--- src/rtl/memory_arbiter.sv ---
// memory_arbiter
//
// Controller and round-robin arbiter for one 64-word PE memory with a single
// synchronous access port. Two requesters share the port: the loader (A) and
// the PE compute side (B). The block sequences the memory's write, read and
// whole-array clear modes, and returns read data with a one-cycle valid strobe.
// All outputs are registered.
//
// Ports
//   w_clk, w_rst_n              clock, synchronous active-low reset
//   w_a_* / w_b_*               requester req, rw (1 = write), address, write data
//   r_a_grant / r_b_grant       one-cycle pulse when the request is accepted
//   r_a_valid / r_b_valid       one-cycle pulse when read data is available
//   r_a_data_out / r_b_data_out last read result, held until that requester's next read
//   w_clear_req / r_clear_done  whole-memory clear request / completion pulse
//   r_mem_ready                 0 clears the memory array on the next edge
//   r_mem_rw                    1 stores on each edge, 0 loads the read register
//   r_mem_address               memory word address
//   r_mem_data_in               memory write data
//   w_mem_data_out              memory read register

module memory_arbiter #(
  parameter int num_bits = 8
) (
  input  logic                w_clk,
  input  logic                w_rst_n,
  input  logic                w_a_req,
  input  logic                w_a_rw,
  input  logic [5:0]          w_a_address,
  input  logic [num_bits-1:0] w_a_data_in,
  input  logic                w_b_req,
  input  logic                w_b_rw,
  input  logic [5:0]          w_b_address,
  input  logic [num_bits-1:0] w_b_data_in,
  output logic                r_a_grant,
  output logic                r_b_grant,
  output logic                r_a_valid,
  output logic                r_b_valid,
  output logic [num_bits-1:0] r_a_data_out,
  output logic [num_bits-1:0] r_b_data_out,
  input  logic                w_clear_req,
  output logic                r_clear_done,
  output logic                r_mem_ready,
  output logic                r_mem_rw,
  output logic [5:0]          r_mem_address,
  output logic [num_bits-1:0] r_mem_data_in,
  input  logic [num_bits-1:0] w_mem_data_out
);

  typedef enum logic [2:0] {
    IDLE,
    WRITE,
    READ,
    CAPTURE,
    CLEAR
  } state_e;

  state_e              state_q, state_d;
  logic                ptr_q, ptr_d;       // 0 = A next on a tie, 1 = B next
  logic                owner_q, owner_d;   // 0 = A, 1 = B owns the access in flight
  logic                a_grant_q, a_grant_d;
  logic                b_grant_q, b_grant_d;
  logic                a_valid_q, a_valid_d;
  logic                b_valid_q, b_valid_d;
  logic [num_bits-1:0] a_data_out_q, a_data_out_d;
  logic [num_bits-1:0] b_data_out_q, b_data_out_d;
  logic                clear_done_q, clear_done_d;
  logic                mem_ready_q, mem_ready_d;
  logic                mem_rw_q, mem_rw_d;
  logic [5:0]          mem_address_q, mem_address_d;
  logic [num_bits-1:0] mem_data_in_q, mem_data_in_d;

  // Arbitration result for the current inputs
  logic accept;
  logic pick_b;
  logic sel_rw;

  // State register plus every registered output. Reset holds r_mem_ready low
  // so the memory array is wiped for as long as reset is asserted.
  always_ff @(posedge w_clk) begin
    if (!w_rst_n) begin
      state_q       <= IDLE;
      ptr_q         <= 1'b0;
      owner_q       <= 1'b0;
      a_grant_q     <= 1'b0;
      b_grant_q     <= 1'b0;
      a_valid_q     <= 1'b0;
      b_valid_q     <= 1'b0;
      a_data_out_q  <= '0;
      b_data_out_q  <= '0;
      clear_done_q  <= 1'b0;
      mem_ready_q   <= 1'b0;
      mem_rw_q      <= 1'b0;
      mem_address_q <= '0;
      mem_data_in_q <= '0;
    end else begin
      state_q       <= state_d;
      ptr_q         <= ptr_d;
      owner_q       <= owner_d;
      a_grant_q     <= a_grant_d;
      b_grant_q     <= b_grant_d;
      a_valid_q     <= a_valid_d;
      b_valid_q     <= b_valid_d;
      a_data_out_q  <= a_data_out_d;
      b_data_out_q  <= b_data_out_d;
      clear_done_q  <= clear_done_d;
      mem_ready_q   <= mem_ready_d;
      mem_rw_q      <= mem_rw_d;
      mem_address_q <= mem_address_d;
      mem_data_in_q <= mem_data_in_d;
    end
  end

  // Next-state logic. A lone requester always wins; on a tie the round-robin
  // pointer decides. A pending clear outranks both requesters in IDLE.
  always_comb begin
    accept = 1'b0;
    pick_b = 1'b0;
    if (w_a_req && w_b_req) begin
      accept = 1'b1;
      pick_b = ptr_q;
    end else if (w_a_req) begin
      accept = 1'b1;
      pick_b = 1'b0;
    end else if (w_b_req) begin
      accept = 1'b1;
      pick_b = 1'b1;
    end
    sel_rw = pick_b ? w_b_rw : w_a_rw;

    state_d = state_q;
    case (state_q)
      IDLE: begin
        if (w_clear_req) begin
          state_d = CLEAR;
        end else if (accept) begin
          state_d = sel_rw ? WRITE : READ;
        end
      end
      WRITE:   state_d = IDLE;
      READ:    state_d = CAPTURE;
      CAPTURE: state_d = IDLE;
      CLEAR:   state_d = IDLE;
      default: state_d = IDLE;
    endcase
  end

  // Output logic: computes the value every registered output takes in the
  // next cycle. r_mem_rw can only become 1 on the way into WRITE, so the
  // memory never stores outside that single cycle. Read data is steered to
  // the owner only, leaving the other requester's result untouched.
  always_comb begin
    ptr_d         = ptr_q;
    owner_d       = owner_q;
    a_grant_d     = 1'b0;
    b_grant_d     = 1'b0;
    a_valid_d     = 1'b0;
    b_valid_d     = 1'b0;
    a_data_out_d  = a_data_out_q;
    b_data_out_d  = b_data_out_q;
    clear_done_d  = 1'b0;
    mem_ready_d   = (state_d != CLEAR);
    mem_rw_d      = 1'b0;
    mem_address_d = mem_address_q;
    mem_data_in_d = mem_data_in_q;

    case (state_q)
      IDLE: begin
        if (!w_clear_req && accept) begin
          mem_rw_d      = sel_rw;
          mem_address_d = pick_b ? w_b_address : w_a_address;
          mem_data_in_d = pick_b ? w_b_data_in : w_a_data_in;
          owner_d       = pick_b;
          ptr_d         = ~pick_b;
          a_grant_d     = ~pick_b;
          b_grant_d     = pick_b;
        end
      end
      CAPTURE: begin
        if (owner_q) begin
          b_data_out_d = w_mem_data_out;
          b_valid_d    = 1'b1;
        end else begin
          a_data_out_d = w_mem_data_out;
          a_valid_d    = 1'b1;
        end
      end
      CLEAR: begin
        clear_done_d = 1'b1;
      end
      default: ;
    endcase
  end

  assign r_a_grant     = a_grant_q;
  assign r_b_grant     = b_grant_q;
  assign r_a_valid     = a_valid_q;
  assign r_b_valid     = b_valid_q;
  assign r_a_data_out  = a_data_out_q;
  assign r_b_data_out  = b_data_out_q;
  assign r_clear_done  = clear_done_q;
  assign r_mem_ready   = mem_ready_q;
  assign r_mem_rw      = mem_rw_q;
  assign r_mem_address = mem_address_q;
  assign r_mem_data_in = mem_data_in_q;

endmodule

--- config.mk ---
export PLATFORM = sky130hd
export DESIGN_NAME = memory_arbiter
export DESIGN_NICKNAME = d
export VERILOG_FILES = /design/src/rtl/memory_arbiter.sv
export SDC_FILE = /design/constraint.sdc
export NUM_CORES = 1
export LEC_CHECK = 0
export BUFFER_PORTS_ARGS = -buffer_cell sky130_fd_sc_hd__buf_2
export CAP_MARGIN = 20
export CORE_UTILIZATION = 35
export CTS_BUF_LIST = sky130_fd_sc_hd__clkbuf_8
export DETAILED_ROUTE_END_ITERATION = 6
export GPL_TIMING_DRIVEN = 0
export SKIP_LAST_GASP = 1
export SLEW_MARGIN = 20
export SYNTH_ARGS = -nofsm -noshare
export SYNTH_HDL_FRONTEND = slang
export SYNTH_SLANG_ARGS = --single-unit
--- constraint.sdc ---
create_clock -name w_clk -period 1.6 [get_ports w_clk]
set_clock_uncertainty 0.1 [all_clocks]
set_input_delay 0.16 -clock w_clk [delete_from_list [all_inputs] [get_ports w_clk]]
set_output_delay 0.16 -clock w_clk [all_outputs]
set_load 0.02 [all_outputs]
==> metrics <==
status complete, no violations; cell taking the most area after synthesis dfxtp_1; internal power consumption 1670 uW; pwr/cell area 969 nW/um^2; adder-cell area share of the yosys netlist 0; fin. max-slew vios 0; chip height 74.5 um; Detail Route met2 WL 2.10 mm; setup tns final 0 ns; Net Count, Synth 233; critical path arrival 1.58 ns; CTS tree done; Slew HR 0.511; wl on met1 2.20 mm; register bit total from synthesis 42; Antenna Violating Nets Remaining 0; Longest Clk Path Bufs 2; multi-input logic area 878 sq um; Synth top area share 0.457; std cell rows 26; Hold Vio Cnt, Final 0; Critical Path Fanout Max 10; largest cells by area after synthesis dfxtp_1, a311oi_2, a21oi_1; largest net degree at the start of global routing 13; CP Launch Type flop; I/O pin count 80; DR top layer met4; Worst Tran Pin Value 0.733 ns; Leak Pwr 0.00106 uW; initial antenna violation count 0; Layout fillers 537; initial core utilization 0.363; clk slew on worst S/H paths 0.08 ns; vias after detailed routing 1717; WS Path Type reg2reg; clock share of power 0.293; Worst EP required 1.65 ns; post-synthesis compound-gate area fraction 0.257; Routed wire per std cell 13.4 um; Net Sw Power 691 uW; final worst-path cycle share 0.960; core area 5070 sq um; syn_area_per_cell 9.69 sq um; first-pass GRT wire length 7.27 mm; final setup fails 0; register area 841 sq um; IO buf count 79; Vias per Instance 4.92; DR iter-0 viols 66; final WL 4.68 mm; vias in the first global route 1588; min Tclk post-route 1.54 ns; Comb pwr share 0.227; Sw Ratio 0.292; post-DP HPWL 3.34 mm; hold buffer count at CTS 0; simple-gate share of the synthesized area 0.177; total die area 5560 sq um; H-Tree Depth 2; clk root buf clkbuf_8; part of the power in registers 0.480; layout cells sized above 1 0.441; CP Capture Type flop; Die Wd 74.5 um; diode count 0; most frequent cells in the layout buf_2, dfxtp_1, nand2_1, a21oi_1, o21ai_0; largest family of logic cells by synthesized area compound AO/OA/AOI/OAI gates; RD Place Congestion 0.778; final net count 321; post-synthesis mux area share 0.0435; Yosys cell types 37; area of the mapped netlist 1840 sq um; routed wl met3 318 um; achievable frequency 0.651 GHz; commonest non-fill, non-tap cell in the layout buf_2; sequential share of the synthesized area 0.457; area added between synthesis and finish 32.5%; Ys Warns 0; Max IR drop VDD 382 uV; CTS buffer count 5; # clock sinks 42; synthesized netlist cell count 190; TritonRoute pass-1 iters 4; RSZ-0062 raised after global routing false; final non-filler cell total 349; Overall Power 2360 uW; Hold Path Class in2reg; clk_lat worst skew 0.29 ns; DRC viols 0; Synth Area in XOR/XNOR 0; DP Cell Count 339; Total GRT Usage 0.173; total gr overflow 0; number of max-cap violations 0
## layer usage
layer,global-route usage,up-vias
met5,0,-
met4,0.0650,0
met3,0.0488,5
met2,0.284,62
met1,0.217,784
li1,-,866
## worst max-delay path: stages, from the launching register on
cell and delay (ns):
dfxtp_1 0.30, buf_4 0.15, or3_4 0.42, nor2_8 0.17, buf_12 0.16, a311oi_2 0.09
## synthesized netlist by cell type
master and instances:
nor2_1 9, nor3_1 1, a21oi_1 17, nor2_8 1, clkbuf_1 6, nand4b_1 1, and2_1 1, nor3b_1 1
and4bb_2 1, a311oi_2 10, nand3_1 14, nor4_1 2, a21oi_2 7, nand2_1 19, or3_4 1, nand4_1 1
o21ba_2 1, and3_1 2, o211a_1 1, dfxtp_1 42, mux2i_1 8, and4b_1 1, buf_12 1, a21boi_0 1
a32oi_1 2, nor3_4 1, buf_2 4, o21ai_0 16, and2b_2 1, clkinv_1 1, buf_4 3, o21bai_2 1
o21ai_1 1, nand2b_1 2, a311oi_1 4, buf_6 2, inv_1 3
## what timing repair did
action / in CTS / in global routing
resized for setup: 0 / 3
endpoints found under the setup margin: 0 / 13
buffers inserted: 0 / 3
hold endpoints to repair: 0 / 0
## kinds of logic (layout without fill, tap and decap cells)
logic type / count (synthesis) / in the layout
flops: 42 / 42
simple gates: 59 / 59
mux: 8 / 8
compound gates: 61 / 61
buf+inv: 20 / 109
## flip-flops by register name, summed over array words and instances, names as in the netlist
| register | cells |
|---|---|
| owner_q | 1 |
| state_q | 3 |
| r_b_grant | 1 |
| r_a_data_out | 8 |
| r_b_valid | 1 |
| r_b_data_out | 8 |
| ptr_q | 1 |
| r_a_valid | 1 |
| r_mem_rw | 1 |
| r_mem_ready | 1 |
| r_a_grant | 1 |
| r_mem_data_in | 8 |
| r_mem_address | 6 |
| r_clear_done | 1 |
## cell type report
type                            count  area share
Timing Repair Buffer               82       0.171
Inverter                            4     0.00615
Clock inverter                      2     0.00359
Sequential cell                    42       0.344
Buffer                             15      0.0451
Tap cell                           70      0.0359
Clock buffer                        6      0.0338
Multi-Input combinational cell    128       0.360
## power by group through the flow
stage	Clock, uW	Combinational (uW)	Sequential, uW
6_report	693	536	1140
3_5_place_dp	0	518	1160
3_3_place_gp	0	512	1160
2_1_floorplan	0	287	1220
4_1_cts	712	520	1140
5_1_grt	759	583	1140
## stage by stage
stage	util	instance area, sq um	setup WS, ns	hold WS, ns
after floorplan	-	1840	0.152	0.139
after global placement	0.458	2320	0.0581	0.319
after detailed placement	0.458	2320	0.0444	0.319
after CTS	0.476	2420	0.0288	0.00649
after global routing	0.481	2440	0.0162	0.0154
final	0.481	2440	0.0640	0.00814
## worst paths after layout
path                                       from  slack [ns]               end  depth (start not counted)
worst max-delay path                 state_q[1]        0.06  r_mem_data_in[7]                          5
worst min-delay path                w_clear_req       0.008          r_mem_rw                          2
worst max register to register       state_q[1]        0.06  r_mem_data_in[7]                          5
worst min register to register  r_b_data_out[0]        0.36   r_b_data_out[0]                          2
Power figures use the tool's default switching activity.
